--- config.mk ---
export PLATFORM = sky130hd
export DESIGN_NAME = sevenseg_wishbone_flat
export DESIGN_NICKNAME = d
export VERILOG_FILES = /design/src/rtl/sevenseg_wishbone_pkg.sv /design/src/rtl/sevenseg_wishbone_if.sv /design/src/rtl/sevenseg_wishbone_hex7seg.sv /design/src/rtl/sevenseg_wishbone.sv /design/src/flat_wrapper.sv
export SDC_FILE = /design/constraint.sdc
export NUM_CORES = 1
export LEC_CHECK = 0
export BUFFER_PORTS_ARGS = -buffer_cell sky130_fd_sc_hd__buf_2
export CAP_MARGIN = 0
export CORE_MARGIN = 5
export CORE_UTILIZATION = 59
export DETAILED_ROUTE_END_ITERATION = 8
export GPL_TIMING_DRIVEN = 0
export PLACE_DENSITY = 0.82
export SYNTH_ARGS = -nofsm -noshare
export SYNTH_HDL_FRONTEND = slang
export SYNTH_HIERARCHICAL = 1
export SYNTH_SLANG_ARGS = --single-unit
--- constraint.sdc ---
create_clock -name CLK_I -period 6.6 [get_ports CLK_I]
set_input_delay 0.33 -clock CLK_I [delete_from_list [all_inputs] [get_ports CLK_I]]
set_output_delay 0.33 -clock CLK_I [all_outputs]
set_load 0.02 [all_outputs]
--- src/rtl/sevenseg_wishbone_pkg.sv ---
// Shared register map, CTRL layout and reset constants for the eight-digit
// seven-segment display peripheral.
package sevenseg_wishbone_pkg;

   localparam logic [31:0] SEVENSEG_VALUE = 32'd0;
   localparam logic [31:0] SEVENSEG_CTRL  = 32'd4;
   localparam int          ADR_SEL_BIT    = 2;

   localparam int          CTRL_EN_LSB    = 0;
   localparam int          CTRL_DP_LSB    = 8;
   localparam int          CTRL_BLANK_BIT = 16;
   localparam logic [31:0] CTRL_RESET     = 32'h0000_00FF;

   typedef enum logic {
      REG_VALUE = SEVENSEG_VALUE[ADR_SEL_BIT],
      REG_CTRL  = SEVENSEG_CTRL[ADR_SEL_BIT]
   } reg_sel_e;

   typedef struct packed {
      logic       blank;
      logic [7:0] dp;
      logic [7:0] en;
   } ctrl_t;

   function automatic ctrl_t to_ctrl(logic [16:0] w);
      ctrl_t c;
      c.en    = w[CTRL_EN_LSB +: 8];
      c.dp    = w[CTRL_DP_LSB +: 8];
      c.blank = w[CTRL_BLANK_BIT];
      return c;
   endfunction

   // Reserved bits read back as zero.
   function automatic logic [31:0] from_ctrl(ctrl_t c);
      logic [31:0] w;
      w = '0;
      w[CTRL_EN_LSB +: 8]  = c.en;
      w[CTRL_DP_LSB +: 8]  = c.dp;
      w[CTRL_BLANK_BIT]    = c.blank;
      return w;
   endfunction

endpackage

--- src/rtl/sevenseg_wishbone_if.sv ---
// Data-bus slave port as seen by the display peripheral: strobe from the
// address decoder, write enable, address, write data and registered read data.
interface sevenseg_wishbone_if;

   logic        STB_I;
   logic        WE_I;
   logic [31:0] ADR_I;
   logic [31:0] DAT_I;
   logic [31:0] DAT_O;

   modport master (output STB_I, output WE_I, output ADR_I, output DAT_I, input DAT_O);
   modport slave  (input STB_I, input WE_I, input ADR_I, input DAT_I, output DAT_O);

endinterface

--- src/rtl/sevenseg_wishbone_hex7seg.sv ---
// Combinational hex nibble to active-low {a,b,c,d,e,f,g} glyph decoder,
// shared with the VGA text path.
module hex7seg (
   input  logic [3:0] nibble,
   output logic [6:0] seg_n
);

   always_comb begin
      // NOTE: default assigned first so every path drives seg_n; no latch.
      seg_n = 7'b111_1111;
      unique case (nibble)
         4'h0: seg_n = 7'b000_0001;
         4'h1: seg_n = 7'b100_1111;
         4'h2: seg_n = 7'b001_0010;
         4'h3: seg_n = 7'b000_0110;
         4'h4: seg_n = 7'b100_1100;
         4'h5: seg_n = 7'b010_0100;
         4'h6: seg_n = 7'b010_0000;
         4'h7: seg_n = 7'b000_1111;
         4'h8: seg_n = 7'b000_0000;
         4'h9: seg_n = 7'b000_0100;
         4'hA: seg_n = 7'b000_1000;
         4'hB: seg_n = 7'b110_0000;
         4'hC: seg_n = 7'b011_0001;
         4'hD: seg_n = 7'b100_0010;
         4'hE: seg_n = 7'b011_0000;
         4'hF: seg_n = 7'b011_1000;
         default: seg_n = 7'b111_1111;
      endcase
   end

endmodule

--- src/rtl/sevenseg_wishbone.sv ---
// Memory-mapped eight-digit seven-segment display: VALUE/CTRL registers on the
// data bus and a prescaled scan that drives one active-low digit per slot.
module sevenseg_wishbone
   import sevenseg_wishbone_pkg::*;
#(
   parameter logic [26:0] DIV = 27'd100000
) (
   input  logic               CLK_I,
   input  logic               RST_I,
   sevenseg_wishbone_if.slave bus,
   output logic [7:0]         SEG,
   output logic [7:0]         AN
);

   logic [31:0] value_q;
   ctrl_t       ctrl_q;
   logic [31:0] dat_q;
   logic [26:0] pre_q;
   logic [2:0]  idx_q;

   reg_sel_e    sel;
   logic        wr_en;
   logic        rd_en;
   logic        pre_wrap;
   logic [3:0]  nibble;
   logic [6:0]  glyph;
   logic        lit;
   logic [7:0]  an_d;
   logic [7:0]  seg_d;
   logic        unused_bus_bits;

   assign sel      = reg_sel_e'(bus.ADR_I[ADR_SEL_BIT]);
   assign wr_en    = bus.STB_I & bus.WE_I;
   assign rd_en    = bus.STB_I & ~bus.WE_I;
   assign pre_wrap = (pre_q == DIV - 27'd1);
   assign bus.DAT_O = dat_q;

   assign unused_bus_bits = ^{bus.ADR_I[31:3], bus.ADR_I[1:0], bus.DAT_I[31:17]};

   always_ff @(posedge CLK_I) begin
      // NOTE: non-blocking assignments so every register samples pre-edge values.
      if (RST_I) begin
         value_q <= '0;
         ctrl_q  <= to_ctrl(CTRL_RESET[16:0]);
         dat_q   <= '0;
      end else begin
         if (wr_en) begin
            unique case (sel)
               REG_VALUE: value_q <= bus.DAT_I;
               REG_CTRL:  ctrl_q  <= to_ctrl(bus.DAT_I[16:0]);
               default:   ;
            endcase
         end
         if (rd_en)
            dat_q <= (sel == REG_CTRL) ? from_ctrl(ctrl_q) : value_q;
      end
   end

   always_ff @(posedge CLK_I) begin
      if (RST_I) begin
         pre_q <= '0;
         idx_q <= '0;
      end else if (pre_wrap) begin
         pre_q <= '0;
         idx_q <= idx_q + 3'd1;
      end else begin
         pre_q <= pre_q + 27'd1;
      end
   end

   assign nibble = value_q[{idx_q, 2'b00} +: 4];
   assign lit    = ctrl_q.en[idx_q] & ~ctrl_q.blank;

   hex7seg u_hex7seg (
      .nibble (nibble),
      .seg_n  (glyph)
   );

   always_comb begin
      an_d  = 8'hFF;
      seg_d = 8'hFF;
      if (lit) begin
         an_d[idx_q] = 1'b0;
         seg_d       = {glyph, ~ctrl_q.dp[idx_q]};
      end
   end

   // Registered so AN and SEG switch together, one cycle behind idx and the registers.
   always_ff @(posedge CLK_I) begin
      if (RST_I) begin
         AN  <= 8'hFF;
         SEG <= 8'hFF;
      end else begin
         AN  <= an_d;
         SEG <= seg_d;
      end
   end

endmodule

--- src/flat_wrapper.sv ---
// flat-port wrapper written by rule: the top's interface ports become plain ports
module sevenseg_wishbone_flat import sevenseg_wishbone_pkg::*;
#(
   parameter logic [26:0] DIV = 27'd100000
)
  (CLK_I, RST_I, SEG, AN, bus_STB_I, bus_WE_I, bus_ADR_I, bus_DAT_I, bus_DAT_O);
  sevenseg_wishbone_if bus_i ();
  input  logic CLK_I;
  input  logic RST_I;
  output logic [7:0] SEG;
  output logic [7:0] AN;
  input wire logic [$bits(bus_i.STB_I)-1:0] bus_STB_I;
  input wire logic [$bits(bus_i.WE_I)-1:0] bus_WE_I;
  input wire logic [$bits(bus_i.ADR_I)-1:0] bus_ADR_I;
  input wire logic [$bits(bus_i.DAT_I)-1:0] bus_DAT_I;
  output wire logic [$bits(bus_i.DAT_O)-1:0] bus_DAT_O;
  assign bus_i.STB_I = bus_STB_I;
  assign bus_i.WE_I = bus_WE_I;
  assign bus_i.ADR_I = bus_ADR_I;
  assign bus_i.DAT_I = bus_DAT_I;
  assign bus_DAT_O = bus_i.DAT_O;
  sevenseg_wishbone #(.DIV(DIV)) u_core (.CLK_I(CLK_I), .RST_I(RST_I), .bus(bus_i), .SEG(SEG), .AN(AN));
endmodule
==> metrics.md <==
| Metric | Value |
|---|---|
| Worst clock skew | 10.7 ps |
| Critical Path Sink Type | flop |
| Hold_buf cts | 0 |
| Main synth FF type | dfxtp_1 |
| Min Tclk post-route | 3250 ps |
| Total Wirelength | 15600 µm |
| Fin nets | 822 |
| Final Cell Area | 6710 µm² |
| Global placer's final weighted congestion | 0.934 |
| Final setup TNS | 0 ps |
| Initial antenna violation count | 0 |
| Post-synth EDFFs | 0 |
| Row count | 35 |
| CP max stage cell | clkbuf_1 |
| CP top delay family | buffers and inverters |
| Combinational Power Share | 0.070 |
| Port Buffers | 83 |
| Post-CTS setup buffers | 0 |
| Worst Setup Start Kind | flop |
| Pwr dens | 284 nW/µm² |
| Max-slew violations | 0 |
| Max-cap violations | 0 |
| Worst-Skew Late Latency | 520 ps |
| H-tree Lvls | 4 |
| CP peak stage delay | 540 ps |
| Number of synthesized register bits | 127 |
| Fmax | 0.308 GHz |
| # clock sinks | 127 |
| Yosys cell types | 55 |
| Post-Syn Area | 5540 µm² |
| CTS resizes | 0 |
| Initial Util | 0.603 |
| Number of global-route vias before repair | 5197 |
| Drt wl/cell | 18.0 µm |
| Status | complete, no violations |
| Area post-placement | 6100 µm² |
| TritonCTS Buffers | 17 |
| Cell breakdown of the critical path | clkbuf_1 -> clkbuf_1 -> nand3_1 -> a21oi_1 -> a211o_1 -> inv_1 -> ha_1 -> or2_1 -> a21oi_1 -> a31oi_1 -> or2_2 |
| Clk pwr share | 0.506 |
| Final Hold Fails | 0 |
| Leak pwr | 0.00255 µW |
| Worst Hold Class | input port to flop |
| Post-route core utilization | 0.729 |
| Hold slack | 59.3 ps |
| CP required | 7000 ps |
| Die Y | 107 µm |
| Peak VDD IR | 0.000168 V |
| DP HPWL | 11000 µm |
| Internal Power | 1460 µW |
| First-pass DRT Iterations | 5 |
| Period utilization | 0.492 |
| Die area | 11400 µm² |
| Top Ports | 116 |
| Detailed-route DRC error count | 0 |
| Critical path class | flop to flop |
| RSZ-0062 raised after global routing | false |
| DR vias | 5282 |
| CP max FO | 10 |
| Share of cells above drive strength 1 | 0.198 |
| CTS max path bufs | 2 |
| Post-synthesis average cell area | 8.62 µm² |
| Root buffer cell | clkbuf_8 |
| Number of diodes | 0 |
| Global-route wire length before repair | 25400 µm |
| Grt ovf | 0 |
| WP data arrival | 3650 ps |
| Sw Ratio | 0.237 |
| Synth Net Count | 720 |
| Vias per cell | 6.08 |
| # fillers | 678 |
| Syn Inst Count | 643 |
| Total Power | 1910 µW |
| Worst-path clk slew | 60 ps |
| YS warnings | 6 |
| Worst slew pin tran | 780 ps |
| Seq/Total Area, Yosys | 0.459 |
| Sequential Power Share | 0.424 |
| Number of routed nets with antenna violations | 0 |
| Asr flop ratio synth | 0 |
| 1st-iter DRT viols | 372 |
| Total track usage | 0.281 |
| Die width | 107 µm |
| CTS tree | built |
| Core area | 9200 µm² |
| Slew HR | 0.476 |
| Area grow syn2layout | 21.0% |
| Largest net degree at the start of global routing | 17 |
| Worst Path Buf+Inv | 3 |
| Switching power | 452 µW |
| Final setup vio count | 0 |
-- per-layer routing --
metal | track usage | share of wire | up-vias
li1 | - | - | 2454
met1 | 0.341 | 0.39 | 2469
met2 | 0.469 | 0.48 | 302
met3 | 0.0668 | 0.088 | 57
met4 | 0.131 | 0.037 | 0
met5 | 0 | 0 | -
-- cell usage in the layout (no fill, tap or decap), types with 9 or more instances in the layout --
cell	Yosys	layout
a211oi_1	17	17
a21oi_1	78	78
buf_2	6	89
clkbuf_1	35	37
clkbuf_16	0	16
dfxtp_1	127	127
ha_1	9	9
inv_1	9	9
mux2i_1	21	21
nand2_1	131	131
nand3_1	14	14
nand3b_1	29	29
nor2_1	38	38
o21ai_0	13	13
or2_2	10	10
-- Yosys cell counts (2+ instances only) --
| cell | number | area [µm²] |
|---|---|---|
| nor4_1 | 7 | 43.8 |
| buf_6 | 2 | 22.5 |
| or4_1 | 7 | 52.6 |
| ha_1 | 9 | 113 |
| a211oi_1 | 17 | 128 |
| xnor2_1 | 8 | 70.1 |
| and4_1 | 4 | 35.0 |
| mux4_2 | 6 | 135 |
| mux2_2 | 5 | 56.3 |
| nor2_1 | 38 | 143 |
| clkbuf_1 | 35 | 131 |
| a21oi_1 | 78 | 390 |
| a22oi_1 | 2 | 15.0 |
| or3_1 | 8 | 50.1 |
| nand3b_1 | 29 | 218 |
| o21ai_0 | 13 | 65.1 |
| nand4_1 | 8 | 50.1 |
| nand3_1 | 14 | 70.1 |
| inv_1 | 9 | 33.8 |
| or2_2 | 10 | 62.6 |
| nor2b_1 | 5 | 31.3 |
| buf_1 | 2 | 7.51 |
| or4b_2 | 2 | 20.0 |
| nand2b_1 | 2 | 12.5 |
| buf_2 | 6 | 30.0 |
| o31ai_1 | 7 | 52.6 |
| a221oi_1 | 2 | 17.5 |
| dfxtp_1 | 127 | 2540 |
| xor2_1 | 4 | 35.0 |
| nand2_1 | 131 | 492 |
| and2_1 | 2 | 12.5 |
| mux2i_1 | 21 | 210 |
-- power groups by stage --
stage	Combinational, µW	Clock, µW	Sequential (µW)
final	134	965	808
after detailed placement	131	0	824
after floorplan	69.2	0	834
after global routing	145	1010	810
after global placement	127	0	822
after CTS	133	966	807
-- state kept, by name (all words and copies together), names as in the netlist --
name and cells:
u_core/AN 8, u_core/ctrl_q 17, u_core/idx_q 3, u_core/pre_q 27
u_core/bus.DAT_O 32, u_core/SEG 8, u_core/value_q 32
-- final cells by class --
cell class | instances | area, µm² | share of cell area
Buffer | 45 | 191 | 0.0285
Clock buffer | 19 | 422 | 0.0629
Clock inverter | 13 | 189 | 0.0282
Inverter | 9 | 33.8 | 0.00504
Multi-Input combinational cell | 462 | 2780 | 0.414
Sequential cell | 127 | 2540 | 0.379
Tap cell | 111 | 139 | 0.0207
Timing Repair Buffer | 83 | 415 | 0.0619
-- path summary, 6_finish.rpt --
path / from / to / slack (ps) / depth (start not counted)
min reg2reg: u_core/bus.DAT_O[24] / u_core/bus.DAT_O[24] / 450 / 2
max: u_core/idx_q[1] / u_core/SEG[4] / 3350 / 11
min: bus_DAT_I[22] / u_core/value_q[22] / 60 / 3
max reg2reg: u_core/idx_q[1] / u_core/SEG[4] / 3350 / 11
-- logic make-up after synthesis --
| family | count (synthesis) | share of synthesized area |
|---|---|---|
| buffers and inverters | 54 | 0.0406 |
| AOI/OAI and AO/OA | 132 | 0.139 |
| xor gates and xnor gates | 12 | 0.0190 |
| adders and majority gates | 9 | 0.0203 |
| and+or+nand+nor | 277 | 0.250 |
| muxes | 32 | 0.0725 |
| DFF | 127 | 0.459 |
-- worst reg2reg max path, stage by stage, from the launching register on --
cell      delay [ps]
dfxtp_1          430
clkbuf_1         470
clkbuf_1         550
nand3_1          150
a21oi_1          150
a211o_1          220
inv_1            140
ha_1             210
or2_1            240
a21oi_1          200
a31oi_1           80
or2_2            310
-- metrics by stage --
| stage | setup slack [ps] | std cells |
|---|---|---|
| 2_1_floorplan | 4130 | 643 |
| 3_3_place_gp | 3670 | 837 |
| 3_5_place_dp | 3500 | 837 |
| 4_1_cts | 3480 | 869 |
| 5_1_grt | 3270 | 869 |
| 6_report | 3350 | 869 |
No activity file was read; power rests on OpenSTA's default activity.
